File: src/rtl/fir_mac_serial.sv
// Time-multiplexed FIR filter: one shared MAC walks TAPS taps per accepted sample,
// then rounds, scales and saturates the accumulator into a registered output.
module fir_mac_serial #(
  parameter int DATA_W    = 16,
  parameter int COEF_W    = 16,
  parameter int TAPS      = 8,
  parameter int OUT_W     = 32,
  parameter int OUT_SHIFT = 0,
  localparam int AW       = $clog2(TAPS),
  localparam int ACC_W    = DATA_W + COEF_W + $clog2(TAPS)
) (
  input  logic                     clk,
  input  logic                     reset,
  input  logic                     in_valid_i,
  output logic                     in_ready_o,
  input  logic signed [DATA_W-1:0] in_data_i,
  input  logic                     coef_we_i,
  input  logic [AW-1:0]            coef_addr_i,
  input  logic signed [COEF_W-1:0] coef_data_i,
  output logic                     coef_err_o,
  output logic                     out_valid_o,
  output logic signed [OUT_W-1:0]  out_data_o,
  output logic                     busy_o
);
  localparam int PW = DATA_W + COEF_W;
  localparam int RW = ACC_W + 1;
  localparam int EW = ((RW > OUT_W) ? RW : OUT_W) + 1;
  localparam logic signed [EW-1:0] OMAX = {{(EW-OUT_W+1){1'b0}}, {(OUT_W-1){1'b1}}};
  localparam logic signed [EW-1:0] OMIN = {{(EW-OUT_W+1){1'b1}}, {(OUT_W-1){1'b0}}};

  typedef enum logic [1:0] {IDLE, MAC, OUT} state_t;

  state_t                        state_q;
  logic [AW-1:0]                 idx_q;
  logic signed [ACC_W-1:0]       acc_q, acc_d;
  logic [TAPS-1:0][DATA_W-1:0]   x_q;
  logic [TAPS-1:0][COEF_W-1:0]   h_q;
  logic signed [OUT_W-1:0]       out_data_q, out_d;
  logic                          out_valid_q, coef_err_q;

  logic signed [PW-1:0]          prod;
  logic signed [RW-1:0]          acc_x, rnd;
  logic signed [EW-1:0]          rnd_x;
  logic                          idle, coef_ok, coef_wr;

  assign idle    = (state_q == IDLE);
  assign coef_ok = (int'(coef_addr_i) < TAPS);
  assign coef_wr = coef_we_i && idle && coef_ok;

  assign prod  = $signed(x_q[idx_q]) * $signed(h_q[idx_q]);
  assign acc_d = acc_q + {{(ACC_W-PW){prod[PW-1]}}, prod};

  // One guard bit so the rounding increment cannot wrap the accumulator.
  assign acc_x = {acc_q[ACC_W-1], acc_q};
  generate
    if (OUT_SHIFT > 0) begin : g_rnd
      localparam logic signed [RW-1:0] HALF = {{(RW-1){1'b0}}, 1'b1} << (OUT_SHIFT - 1);
      assign rnd = (acc_x + HALF) >>> OUT_SHIFT;
    end else begin : g_pass
      assign rnd = acc_x;
    end
  endgenerate

  assign rnd_x = {{(EW-RW){rnd[RW-1]}}, rnd};
  assign out_d = (rnd_x > OMAX) ? OMAX[OUT_W-1:0] :
                 (rnd_x < OMIN) ? OMIN[OUT_W-1:0] : rnd_x[OUT_W-1:0];

  always_ff @(posedge clk or posedge reset) begin
    if (reset) begin
      state_q     <= IDLE;
      idx_q       <= '0;
      acc_q       <= '0;
      out_data_q  <= '0;
      out_valid_q <= 1'b0;
      coef_err_q  <= 1'b0;
      for (int k = 0; k < TAPS; k++) begin
        x_q[k] <= '0;
        h_q[k] <= (k == 0) ? COEF_W'(1) : '0;
      end
    end else begin
      out_valid_q <= 1'b0;
      coef_err_q  <= coef_we_i && !coef_wr;
      // Write lands before the MAC reads, so a same-cycle sample sees it.
      if (coef_wr) h_q[coef_addr_i] <= coef_data_i;
      case (state_q)
        IDLE: if (in_valid_i) begin
          for (int k = TAPS-1; k > 0; k--) x_q[k] <= x_q[k-1];
          x_q[0]  <= in_data_i;
          acc_q   <= '0;
          idx_q   <= '0;
          state_q <= MAC;
        end
        MAC: begin
          acc_q <= acc_d;
          idx_q <= idx_q + AW'(1);
          if (idx_q == AW'(TAPS-1)) state_q <= OUT;
        end
        OUT: begin
          out_data_q  <= out_d;
          out_valid_q <= 1'b1;
          state_q     <= IDLE;
        end
        default: state_q <= IDLE;
      endcase
    end
  end

  assign in_ready_o  = idle;
  assign busy_o      = !idle;
  assign out_valid_o = out_valid_q;
  assign out_data_o  = out_data_q;
  assign coef_err_o  = coef_err_q;
endmodule

File: config.mk
export PLATFORM = sky130hd
export DESIGN_NAME = fir_mac_serial
export DESIGN_NICKNAME = d
export VERILOG_FILES = /design/src/rtl/fir_mac_serial.sv
export SDC_FILE = /design/constraint.sdc
export NUM_CORES = 2
export LEC_CHECK = 0
export ABC_AREA = 1
export CAP_MARGIN = 25
export CORE_UTILIZATION = 60
export CTS_BUF_LIST = sky130_fd_sc_hd__clkbuf_2 sky130_fd_sc_hd__clkbuf_4 sky130_fd_sc_hd__clkbuf_8
export DETAILED_ROUTE_END_ITERATION = 10
export GPL_TIMING_DRIVEN = 1
export PLACE_DENSITY = 0.79
export SYNTH_ARGS = -nofsm -noshare
export SYNTH_HDL_FRONTEND = slang
export SYNTH_SLANG_ARGS = --single-unit
File: constraint.sdc
create_clock -name clk -period 21 [get_ports clk]
set_input_delay 4.2 -clock clk [delete_from_list [all_inputs] [get_ports clk]]
set_output_delay 4.2 -clock clk [all_outputs]
set_load 0.005 [all_outputs]
==> metrics.txt <==
# TYPE chip_impl_metric gauge
chip_impl_metric{name="initial_core_util",unit="%"} 60.8
chip_impl_info{name="post_synth_most_frequent_cells",value="sky130_fd_sc_hd__nand2_1, sky130_fd_sc_hd__inv_1, sky130_fd_sc_hd__o21ai_0, sky130_fd_sc_hd__nor2_1, sky130_fd_sc_hd__dfrtp_1"} 1
chip_impl_metric{name="cp_data_arrival_time",unit="ns"} 10.72
chip_impl_metric{name="post_cts_resized",unit=""} 0
chip_impl_info{name="cp_common_cell",value="sky130_fd_sc_hd__nand2_1"} 1
chip_impl_metric{name="synth-async-reset-ratio",unit="%"} 100
chip_impl_metric{name="gp_congestion",unit=""} 0.977
chip_impl_metric{name="ys_types",unit=""} 43
chip_impl_metric{name="design.final.nets",unit=""} 3854
chip_impl_metric{name="antenna_found_initial",unit=""} 1
chip_impl_metric{name="cpPeakStageDelay",unit="ns"} 0.75
chip_impl_metric{name="finalHoldViolations",unit=""} 0
chip_impl_metric{name="cp_max_fo",unit=""} 79
chip_impl_metric{name="post-place-cells",unit=""} 3964
chip_impl_metric{name="post_route_setup_tns",unit="ns"} 0
chip_impl_info{name="synth_area_leaders",value="sky130_fd_sc_hd__dfrtp_1, sky130_fd_sc_hd__fa_1, sky130_fd_sc_hd__nand2_1, sky130_fd_sc_hd__o21ai_0, sky130_fd_sc_hd__inv_1"} 1
chip_impl_metric{name="n_antenna_cell",unit=""} 0
chip_impl_metric{name="cts.sink_count",unit=""} 330
chip_impl_metric{name="gr-total-overflow",unit=""} 0
chip_impl_metric{name="post-cts-setup-buffer-count",unit=""} 0
chip_impl_metric{name="mappedNetlistNets",unit=""} 3835
chip_impl_metric{name="transition_time_at_the_pin_with_the_least_slew_margin",unit="ns"} 1.05
chip_impl_metric{name="holdWs",unit="ns"} 0.480
chip_impl_metric{name="first_global_vias",unit=""} 23100
chip_impl_info{name="synth_top_cell_by_area",value="sky130_fd_sc_hd__dfrtp_1"} 1
chip_impl_info{name="post-synth-top-count-cell",value="sky130_fd_sc_hd__nand2_1"} 1
chip_impl_metric{name="count_of_flip_flops_with_a_built_in_enable_after_synthesis",unit=""} 0
chip_impl_info{name="critPathSlowestCell",value="sky130_fd_sc_hd__buf_4"} 1
chip_impl_metric{name="synth-warning-count",unit=""} 0
chip_impl_metric{name="place_hpwl",unit="um"} 55300
chip_impl_metric{name="timing.critical_path.required",unit="ns"} 21.56
chip_impl_metric{name="grt_first_pass_wirelength",unit="um"} 122000
chip_impl_metric{name="final_cells",unit=""} 4072
chip_impl_metric{name="final.min_clock_period",unit="ns"} 10.16
chip_impl_metric{name="cts-root-to-sink-buffers",unit=""} 3
chip_impl_metric{name="die_area",unit="um2"} 45700
chip_impl_metric{name="dieWidth",unit="um"} 214
chip_impl_metric{name="final.setup_skew",unit="ns"} 0.0812
chip_impl_metric{name="first_pass_iters",unit=""} 9
chip_impl_metric{name="area_delta_synth_final",unit="%"} 8.87
chip_impl_info{name="end_kind",value="flop"} 1
chip_impl_metric{name="post_route_cells_drive_above_1_share",unit="%"} 5.95
chip_impl_metric{name="grt_max_degree",unit=""} 112
chip_impl_metric{name="synth_top_area_share",unit="%"} 30.6
chip_impl_metric{name="cts_hold_buf",unit=""} 0
chip_impl_metric{name="placeableCoreArea",unit="um2"} 44200
chip_impl_metric{name="cts_buffers",unit=""} 55
chip_impl_metric{name="max-cap-violations",unit=""} 0
chip_impl_metric{name="syn_avg_cell_area",unit="um2"} 7.88
chip_impl_metric{name="drt_first_iter_violations",unit=""} 2071
chip_impl_metric{name="drt.antenna.violating_nets",unit=""} 0
chip_impl_metric{name="grt_usage",unit="%"} 34.5
chip_impl_metric{name="die_h",unit="um"} 214
chip_impl_metric{name="row_count",unit=""} 77
chip_impl_metric{name="highest_clock_frequency_the_design_can_meet",unit="MHz"} 98.4
chip_impl_info{name="ys.flop_type",value="sky130_fd_sc_hd__dfrtp_1"} 1
chip_impl_info{name="cts_tree",value="built"} 1
chip_impl_metric{name="design.portCount",unit=""} 75
chip_impl_metric{name="worst_skew_pair.late_latency",unit="ns"} 0.69
chip_impl_info{name="setup.worst_path.class",value="reg -> reg"} 1
chip_impl_metric{name="drcViolationCount",unit=""} 0
chip_impl_info{name="startpoint_type",value="flop"} 1
chip_impl_metric{name="synth_area",unit="um2"} 26900
chip_impl_info{name="clock-root-buffer",value="sky130_fd_sc_hd__clkbuf_8"} 1
chip_impl_metric{name="yosys_register_bits",unit=""} 330
chip_impl_metric{name="cts_htree_levels",unit=""} 2
chip_impl_metric{name="timing.final.setup_violations",unit=""} 0
chip_impl_metric{name="buffer_ports.inserted",unit=""} 74
chip_impl_metric{name="routedWlPerCell",unit="um"} 18.4
chip_impl_metric{name="part_of_the_cycle_the_worst_path_needs",unit="%"} 48.4
chip_impl_metric{name="routed_wl",unit="um"} 74800
chip_impl_metric{name="total_number_of_vias",unit=""} 23100
chip_impl_info{name="grt_setup_unrepaired",value="false"} 1
chip_impl_metric{name="synthesis.instances",unit=""} 3414
chip_impl_info{name="timing.hold.worst.class",value="reg -> reg"} 1
chip_impl_info{name="outcome",value="completed"} 1
chip_impl_metric{name="route.detailed.vias_per_inst",unit=""} 5.67
chip_impl_metric{name="final_max_slew_viol_count",unit=""} 0
chip_impl_metric{name="clk_transition_reported_paths",unit="ns"} 0.06
chip_impl_metric{name="synth_seq_area_share",unit="%"} 30.7
chip_impl_metric{name="slew-limit-headroom",unit="%"} 29.3
==> final cells by class <==
class                      instances  area (um2)
tap                              592         741
clock inverter                    16         168
sequential                       330        8260
clock buffer                      88        1140
multi-input combinational       2379       15800
inverter                         568        2150
fill                            3736       14900
timing repair buffer              99         996
==> flip-flops by register name (all words and copies together) (netlist names) <==
register / flops
out_data_o: 32
x_q: 128
h_q: 128
idx_q: 3
state_q: 2
out_valid_o: 1
coef_err_o: 1
acc_q: 35
==> cells by family after synthesis <==
logic type	after synthesis	share of synthesized area, %
simple gates	1270	18.6
buf+inv	705	10.6
compound gates	694	13.9
fa+ha+maj	382	25.1
flops	330	30.7
xor+xnor	33	1.07
==> routing by layer <==
metal  track usage [%]  share of wire, %
met4              13.5               3.9
met3              5.71               7.4
met1              47.3                43
met2              55.2                46
met5                 0             0.017
==> worst paths after layout <==
kind / from / to / slack, ns / cells past startpoint
worst min register to register: x_q[112]$_DFFE_PP0P_ / x_q[112]$_DFFE_PP0P_ / 0.48 / 2
worst max register to register: idx_q[1]$_DFFE_PP0P_ / acc_q[34]$_DFFE_PP0P_ / 10.84 / 41
max in group asynchronous: reset / x_q[67]$_DFFE_PP0P_ / 14.91 / 5
worst max-delay path: idx_q[1]$_DFFE_PP0P_ / acc_q[34]$_DFFE_PP0P_ / 10.84 / 41
worst min-delay path: x_q[112]$_DFFE_PP0P_ / x_q[112]$_DFFE_PP0P_ / 0.48 / 2
min in group asynchronous: reset / h_q[58]$_DFFE_PP0P_ / 4.08 / 2
==> metrics by stage <==
| step | utilization, % | setup WS [ns] | cell area (um2) |
|---|---|---|---|
| 2_1_floorplan | - | 7.66 | 26900 |
| 3_3_place_gp | 63.0 | 10.83 | 27800 |
| 3_5_place_dp | 63.1 | 10.95 | 27900 |
| 4_1_cts | 66.0 | 10.91 | 29200 |
| 5_1_grt | 66.2 | 10.26 | 29300 |
| 6_report | 66.2 | 10.84 | 29300 |
==> layout by cell type (no fill, tap or decap), types with 12 or more instances in the layout <==
master                            synthesis  final
sky130_fd_sc_hd__buf_4                   10     21
sky130_fd_sc_hd__o22ai_1                 17     17
sky130_fd_sc_hd__nor2_1                 339    338
sky130_fd_sc_hd__o21ai_0                409    409
sky130_fd_sc_hd__inv_1                  541    539
sky130_fd_sc_hd__nand3_1                 60     60
sky130_fd_sc_hd__a21o_1                  12     12
sky130_fd_sc_hd__a21oi_1                166    166
sky130_fd_sc_hd__nand2_1                825    824
sky130_fd_sc_hd__xor2_1                  21     21
sky130_fd_sc_hd__ha_1                   119    119
sky130_fd_sc_hd__inv_2                   25     25
sky130_fd_sc_hd__dfrtp_1                329    327
sky130_fd_sc_hd__clkinv_2                 0     12
sky130_fd_sc_hd__clkdlybuf4s50_1          0     74
sky130_fd_sc_hd__o21ai_1                 45     44
sky130_fd_sc_hd__clkbuf_8                 0     77
sky130_fd_sc_hd__xnor2_1                 12     12
sky130_fd_sc_hd__fa_1                   263    263
sky130_fd_sc_hd__o21ai_2                 15     16
sky130_fd_sc_hd__nand4_1                 16     16
==> critical path: cells and delay by family, from the launching register on <==
kind                     cells  cell delay [ns]
buffers and inverters        7             1.92
adder cells (fa/ha/maj)      8             3.66
AND/OR/NAND/NOR             21             2.54
flip-flops                   1             0.56
AO/OA/AOI/OAI                5             1.34
Power is not shown: default switching activity piles up to over one toggle a cycle in this logic, so the estimate is an artifact.
